### config.mk
export PLATFORM = sky130hd
export DESIGN_NAME = apu_pulse_decoder
export DESIGN_NICKNAME = d
export VERILOG_FILES = /design/src/rtl/apu_pkg.sv /design/src/rtl/apu_schmitt.sv /design/src/rtl/apu_pulse_decoder.sv
export SDC_FILE = /design/constraint.sdc
export NUM_CORES = 1
export LEC_CHECK = 0
export CORE_ASPECT_RATIO = 1.1
export CORE_MARGIN = 4
export CORE_UTILIZATION = 40
export CTS_CLUSTER_DIAMETER = 200
export DETAILED_ROUTE_END_ITERATION = 10
export MAX_ROUTING_LAYER = met4
export PLACE_DENSITY_LB_ADDON = 0.05
export SLEW_MARGIN = 20
export SYNTH_ARGS = -nofsm -noshare
export SYNTH_HDL_FRONTEND = slang
export SYNTH_SLANG_ARGS = --single-unit
### constraint.sdc
create_clock -name clk -period 5 [get_ports clk]
set_input_delay 0.5 -clock clk [delete_from_list [all_inputs] [get_ports clk]]
set_output_delay 0.5 -clock clk [all_outputs]
set_load 0.005 [all_outputs]
### src/rtl/apu_pkg.sv
// Shared types and helpers for the APU pulse cores: period/duty types,
// NES duty codes, the decoder FSM states and the duty quantiser.
package apu_pkg;

    typedef logic [10:0] period_t;
    typedef logic [1:0]  duty_t;

    localparam duty_t DUTY_12 = 2'd0;
    localparam duty_t DUTY_25 = 2'd1;
    localparam duty_t DUTY_50 = 2'd2;
    localparam duty_t DUTY_75 = 2'd3;

    typedef enum logic [1:0] {
        ACQUIRE = 2'd0,
        HIGH    = 2'd1,
        LOW     = 2'd2
    } state_t;

    // Map a high-time / period ratio onto the nearest NES duty code.
    // Thresholds sit between the nominal ratios (1/8, 1/4, 1/2, 3/4) and are
    // evaluated as 16*h against 3p, 6p and 10p in 16-bit unsigned arithmetic,
    // which holds 10 * 2047 without overflow.
    function automatic duty_t quantise_duty(input period_t per, input period_t hi);
        logic [15:0] h16;
        logic [15:0] p16;
        h16 = {1'b0, hi, 4'b0000};
        p16 = {5'b00000, per};
        if (h16 < p16 * 16'd3) begin
            return DUTY_12;
        end else if (h16 < p16 * 16'd6) begin
            return DUTY_25;
        end else if (h16 < p16 * 16'd10) begin
            return DUTY_50;
        end else begin
            return DUTY_75;
        end
    endfunction

endpackage

### src/rtl/apu_schmitt.sv
// Hysteresis level tracker for the pulse decoder. The level only moves on
// valid samples that clear +HYST (goes high) or -HYST (goes low); samples
// inside the band hold it. rise/fall flag the valid sample that causes the
// transition, in the same cycle that sample is presented.
module apu_schmitt #(
    parameter int W    = 16,
    parameter int HYST = 1024
) (
    input  logic                clk,
    input  logic                rst,
    input  logic signed [W-1:0] sample_in,
    input  logic                sample_valid,
    output logic                level,
    output logic                rise,
    output logic                fall
);

    localparam logic signed [W-1:0] HI_TH = W'(HYST);
    localparam logic signed [W-1:0] LO_TH = W'(-HYST);

    logic level_q;
    logic level_d;

    // Next level from the current sample, plus edge flags for this sample.
    always_comb begin
        // NOTE: every comb output gets a default first so no path can infer a latch.
        level_d = level_q;
        if (sample_valid) begin
            if (sample_in > HI_TH) begin
                level_d = 1'b1;
            end else if (sample_in < LO_TH) begin
                level_d = 1'b0;
            end
        end
        rise = level_d & ~level_q;
        fall = ~level_d & level_q;
    end

    // Level register.
    always_ff @(posedge clk) begin
        // NOTE: state flops use non-blocking assignments so all of them update together at the edge.
        if (rst) begin
            level_q <= 1'b0;
        end else begin
            level_q <= level_d;
        end
    end

    assign level = level_q;

endmodule

### src/rtl/apu_pulse_decoder.sv
// APU pulse decoder: measures a square wave on a signed sample stream and
// reports its period (in samples) and NES duty code on a valid/ready channel
// that mirrors the pulse generator's period/duty inputs.
// Optional build macro APU_PULSE_DECODER_AVG_EN: when defined, the reported
// period is the rounded mean of this and the previous non-silence period.
module apu_pulse_decoder
    import apu_pkg::*;
#(
    parameter int W          = 16,
    parameter int HYST       = 1024,
    parameter int PERIOD_MAX = 2047
) (
    input  logic                clk,
    input  logic                rst,
    input  logic signed [W-1:0] sample_in,
    input  logic                sample_valid,
    output logic [10:0]         period_out,
    output logic [1:0]          duty_out,
    output logic                meas_vld,
    input  logic                meas_rdy,
    output logic                overrun
);

    localparam period_t PMAX = period_t'(PERIOD_MAX);

    logic    level;
    logic    rise;
    logic    fall;

    state_t  state_q, state_d;
    period_t per_q, per_d;
    period_t hi_q, hi_d;
    period_t period_q, period_d;
    duty_t   duty_q, duty_d;
    logic    vld_q, vld_d;
    logic    ovr_q, ovr_d;

    logic    per_at_max;
    logic    emit_meas;
    logic    emit_silence;
    duty_t   cur_duty;
    period_t cur_period;

`ifdef APU_PULSE_DECODER_AVG_EN
    period_t     prev_q, prev_d;
    logic        prev_vld_q, prev_vld_d;
    logic [11:0] avg_sum;
`endif

    apu_schmitt #(
        .W    (W),
        .HYST (HYST)
    ) u_schmitt (
        .clk          (clk),
        .rst          (rst),
        .sample_in    (sample_in),
        .sample_valid (sample_valid),
        .level        (level),
        .rise         (rise),
        .fall         (fall)
    );

    assign per_at_max = (per_q >= PMAX);

    // State, counter and output registers.
    always_ff @(posedge clk) begin
        if (rst) begin
            state_q    <= ACQUIRE;
            per_q      <= '0;
            hi_q       <= '0;
            period_q   <= '0;
            duty_q     <= DUTY_12;
            vld_q      <= 1'b0;
            ovr_q      <= 1'b0;
`ifdef APU_PULSE_DECODER_AVG_EN
            prev_q     <= '0;
            prev_vld_q <= 1'b0;
`endif
        end else begin
            state_q    <= state_d;
            per_q      <= per_d;
            hi_q       <= hi_d;
            period_q   <= period_d;
            duty_q     <= duty_d;
            vld_q      <= vld_d;
            ovr_q      <= ovr_d;
`ifdef APU_PULSE_DECODER_AVG_EN
            prev_q     <= prev_d;
            prev_vld_q <= prev_vld_d;
`endif
        end
    end

    // Next state and counters; everything holds on samples that are not valid.
    always_comb begin
        state_d = state_q;
        per_d   = per_q;
        hi_d    = hi_q;
        if (sample_valid) begin
            case (state_q)
                ACQUIRE: begin
                    if (rise) begin
                        per_d   = 11'd1;
                        hi_d    = 11'd1;
                        state_d = HIGH;
                    end
                end
                HIGH: begin
                    if (per_at_max) begin
                        state_d = ACQUIRE;
                    end else begin
                        per_d = per_q + 11'd1;
                        // hi_cnt only counts samples that leave the level high.
                        if (level && !fall) begin
                            hi_d = hi_q + 11'd1;
                        end
                        if (fall) begin
                            state_d = LOW;
                        end
                    end
                end
                LOW: begin
                    // The rising sample closes this period and opens the next.
                    if (rise) begin
                        per_d   = 11'd1;
                        hi_d    = 11'd1;
                        state_d = HIGH;
                    end else if (per_at_max) begin
                        state_d = ACQUIRE;
                    end else begin
                        per_d = per_q + 11'd1;
                    end
                end
                default: state_d = ACQUIRE;
            endcase
        end
    end

    // Emission decode, duty quantiser and the valid/ready output register.
    always_comb begin
        emit_meas    = sample_valid & rise & (state_q == LOW);
        emit_silence = sample_valid & per_at_max &
                       ((state_q == HIGH) | ((state_q == LOW) & ~rise));
        cur_duty     = quantise_duty(per_q, hi_q);

`ifdef APU_PULSE_DECODER_AVG_EN
        avg_sum    = {1'b0, prev_q} + {1'b0, per_q} + 12'd1;
        cur_period = prev_vld_q ? avg_sum[11:1] : per_q;
        prev_d     = prev_q;
        prev_vld_d = prev_vld_q;
        if (emit_meas) begin
            prev_d     = per_q;
            prev_vld_d = 1'b1;
        end else if (emit_silence) begin
            prev_vld_d = 1'b0;
        end
`else
        cur_period = per_q;
`endif

        period_d = period_q;
        duty_d   = duty_q;
        vld_d    = vld_q & ~meas_rdy;
        ovr_d    = ovr_q;
        if (emit_meas || emit_silence) begin
            vld_d    = 1'b1;
            // Replacing data the consumer never took is sticky until reset.
            ovr_d    = ovr_q | (vld_q & ~meas_rdy);
            period_d = emit_silence ? '0 : cur_period;
            duty_d   = emit_silence ? DUTY_12 : cur_duty;
        end
    end

    assign period_out = period_q;
    assign duty_out   = duty_q;
    assign meas_vld   = vld_q;
    assign overrun    = ovr_q;

endmodule

==> summary.md <==
| Metric | Value |
|---|---|
| Outcome | finished clean |
| Dpl hpwl | 6584 µm |
| Syn_nets | 490 |
| Die width | 95.97 µm |
| Yosys Warn Count | 0 |
| Commonest non-fill, non-tap cell in the layout | ha_1 |
| Vias per cell | 5.350 |
| Number of fill cells | 849 |
| Post-synthesis sequential area ratio | 23.52% |
| Vias in the first global route | 2,945 |
| Residual DRC | 0 |
| Worst slew pin tran | 0.7776 ns |
| I/O pin count | 35 |
| CTS buffer count | 5 |
| Total Wirelength | 8425 µm |
| Largest net degree at the start of global routing | 25 |
| First-pass GRT wire length | 14,550 µm |
| Reg power frac | 46.0% |
| Min Tclk post-route | 4.356 ns |
| NetSw | 0.0001902 W |
| Power density cells | 179.2 nW/µm² |
| Hold Slack | 0.5033 ns |
| Final ANT Viol Nets | 0 |
| PortBufs | 34 |
| Clock root cell | clkbuf_8 |
| Comb pwr share | 14.5% |
| CTS tree | built |
| RSZ-0062 raised after global routing | false |
| Final setup violation count | 0 |
| Initial core utilization | 40.92% |
| Htree depth | 2 |
| Switching share of power | 26.67% |
| FMAX | 0.2296 GHz |
| Clock sinks | 40 |
| WS Path Type | reg -> reg |
| Clock latency on the worst-skew pair | 0.31 ns |
| Routed vias | 2,969 |
| Worst EP arrival | 4.55 ns |
| Remaining Overflow, GRT | 0 |
| Clock transition at the registers of the reported paths | 0.09 ns |
| Core Region | 8320 µm² |
| #FFs+latches synth | 40 |
| R2R setup slack | 0.64 ns |
| Area Growth Syn to Fin | 16.87% |
| Post-CTS Hold Buffers | 0 |
| Share of layout cells above drive strength 1 | 5.180% |
| Setup tns final | 0 ns |
| Ys flop type | dfxtp_1 |
| Met2 track demand over resource | 28.22% |
| Die area | 10,050 µm² |
| Fin nets | 526 |
| GR Util met1 | 26.04% |
| Worst slew margin | 48.05% |
| Row cnt | 35 |
| Post-synth EDFFs | 0 |
| Average wire per standard cell | 15.18 µm |
| Power share of the clock group | 39.5% |
| First DRT Iteration DRCs | 148 |
| Setup bufs post-CTS | 0 |
| Hold Crit Class | reg -> reg |
| Max Cap Viol | 0 |
| Most frequent cells in the layout | ha_1 (61), nor2_1 (49), dfxtp_1 (40) |
| Static leakage | 1.657 nW |
| CP Max Fanout | 11 |
| Clock Tree Buf Depth | 2 |
| Grt met3 use | 2.664% |
| P_int | 0.0005229 W |
| Type of origin of the critical path | flip-flop |
| Final setup margin | 0.6443 ns |
| Die height | 104.8 µm |
| Clock Skews | 0.008481 ns |
| Mapped cell area | 3405 µm² |
| Initial antenna violation count | 0 |
| Placer congestion estimate | 0.8677 |
| Final Instance Area | 3979 µm² |
| Asr flop ratio synth | 0% |
| Top Usage Layer GRT | met2 |
| Peak VDD IR | 0.00009295 V |
| Post-Syn Instances | 407 |
| Distinct cell type count after synthesis | 54 |
| Mean Syn Cell Area | 8.365 µm² |
| Number of gates resized after CTS | 0 |
| Final Hold Viols | 0 |
| Post-placement cell area | 3867 µm² |
| Worst Setup End Kind | flip-flop |
| First-pass iteration count of the detailed router | 4 |
| Antenna fix cells | 0 |
| Placement Setup Slack | 0.6817 ns |
| Final period utilization | 87.11% |
| Final Max Slew Viols | 0 |
| CP Data Required Time | 5.19 ns |
| Gr usage total | 18.63% |
-- flip-flops by register name, indices dropped and copies added, names as in the netlist --
signal / count
state_q: 2
cur_period: 11
hi_q: 11
duty_out: 2
period_out: 11
overrun: 1
u_schmitt.level: 1
meas_vld: 1
-- synthesized netlist by cell type, types with 9 or more instances --
cell,number,area (µm²)
nand2_1,23,86.33
a21oi_1,33,165.2
xor2_1,17,148.9
dfxtp_1,40,800.8
nor2_1,49,183.9
xnor2_1,12,105.1
inv_1,27,101.4
ha_1,61,763.2
o21ai_0,16,80.08
nand4_1,9,56.30
a22oi_1,11,82.58
-- metrics by stage --
step | util [%] | cells | power, W
detailed placement | 46.48 | 547 | 0.0004401
global placement | 46.48 | 547 | 0.0004395
global route | 47.82 | 555 | 0.0007477
finish | 47.82 | 555 | 0.0007131
floorplan | - | 407 | 0.0004053
CTS | 47.82 | 555 | 0.0007227
-- critical path, stage by stage (launching register included) --
cell       delay [ns]
dfxtp_1          0.55
ha_1             0.33
inv_1            0.08
fa_1             0.40
nor2b_1          0.15
o2111ai_1        0.14
a31oi_1          0.33
xnor2_1          0.21
ha_1             0.28
o21a_1           0.12
o21a_1           0.11
a311o_1          0.32
maj3_2           0.31
maj3_2           0.33
a2111oi_4        0.36
or3b_1           0.17
a21oi_1          0.05
-- logic make-up after synthesis --
| family | share of synthesized area (%) |
|---|---|
| flops | 23.52 |
| fa+ha+maj | 24.92 |
| mux | 0.8821 |
| compound gates | 20.73 |
| buf+inv | 3.895 |
| simple gates | 18.60 |
| xor+xnor | 7.460 |
-- layout make-up --
type / instances / area (µm²) / area share (%)
Inverter: 27 / 101.3 / 2.547
Timing Repair Buffer: 36 / 355.3 / 8.931
Tap cell: 111 / 138.9 / 3.491
Sequential cell: 40 / 800.8 / 20.13
Clock inverter: 3 / 42.54 / 1.069
Multi-Input combinational cell: 333 / 2471 / 62.11
Clock buffer: 5 / 68.82 / 1.730
-- layer usage --
| metal | wire, µm | up-vias |
|---|---|---|
| met5 | 0 | - |
| met4 | 121 | 0 |
| met3 | 274 | 11 |
| met2 | 3859 | 47 |
| met1 | 4170 | 1367 |
| li1 | - | 1544 |
-- power by group through the flow --
stage / combinational (W) / sequential [W] / clock [W]
finish: 0.000103 / 0.000328 / 0.000282
global placement: 0.000104 / 0.000335 / 0
global route: 0.000117 / 0.000329 / 0.000301
detailed placement: 0.000104 / 0.000336 / 0
floorplan: 0.0000727 / 0.000333 / 0
CTS: 0.000105 / 0.000328 / 0.000290
-- final timing paths --
check	start	endpoint	cells after the start
max	cur_period[0]	duty_out[1]	16
min	period_out[3]	period_out[3]	2
max reg2reg	cur_period[0]	duty_out[1]	16
min reg2reg	period_out[3]	period_out[3]	2
(Power assumes the default switching activity.)
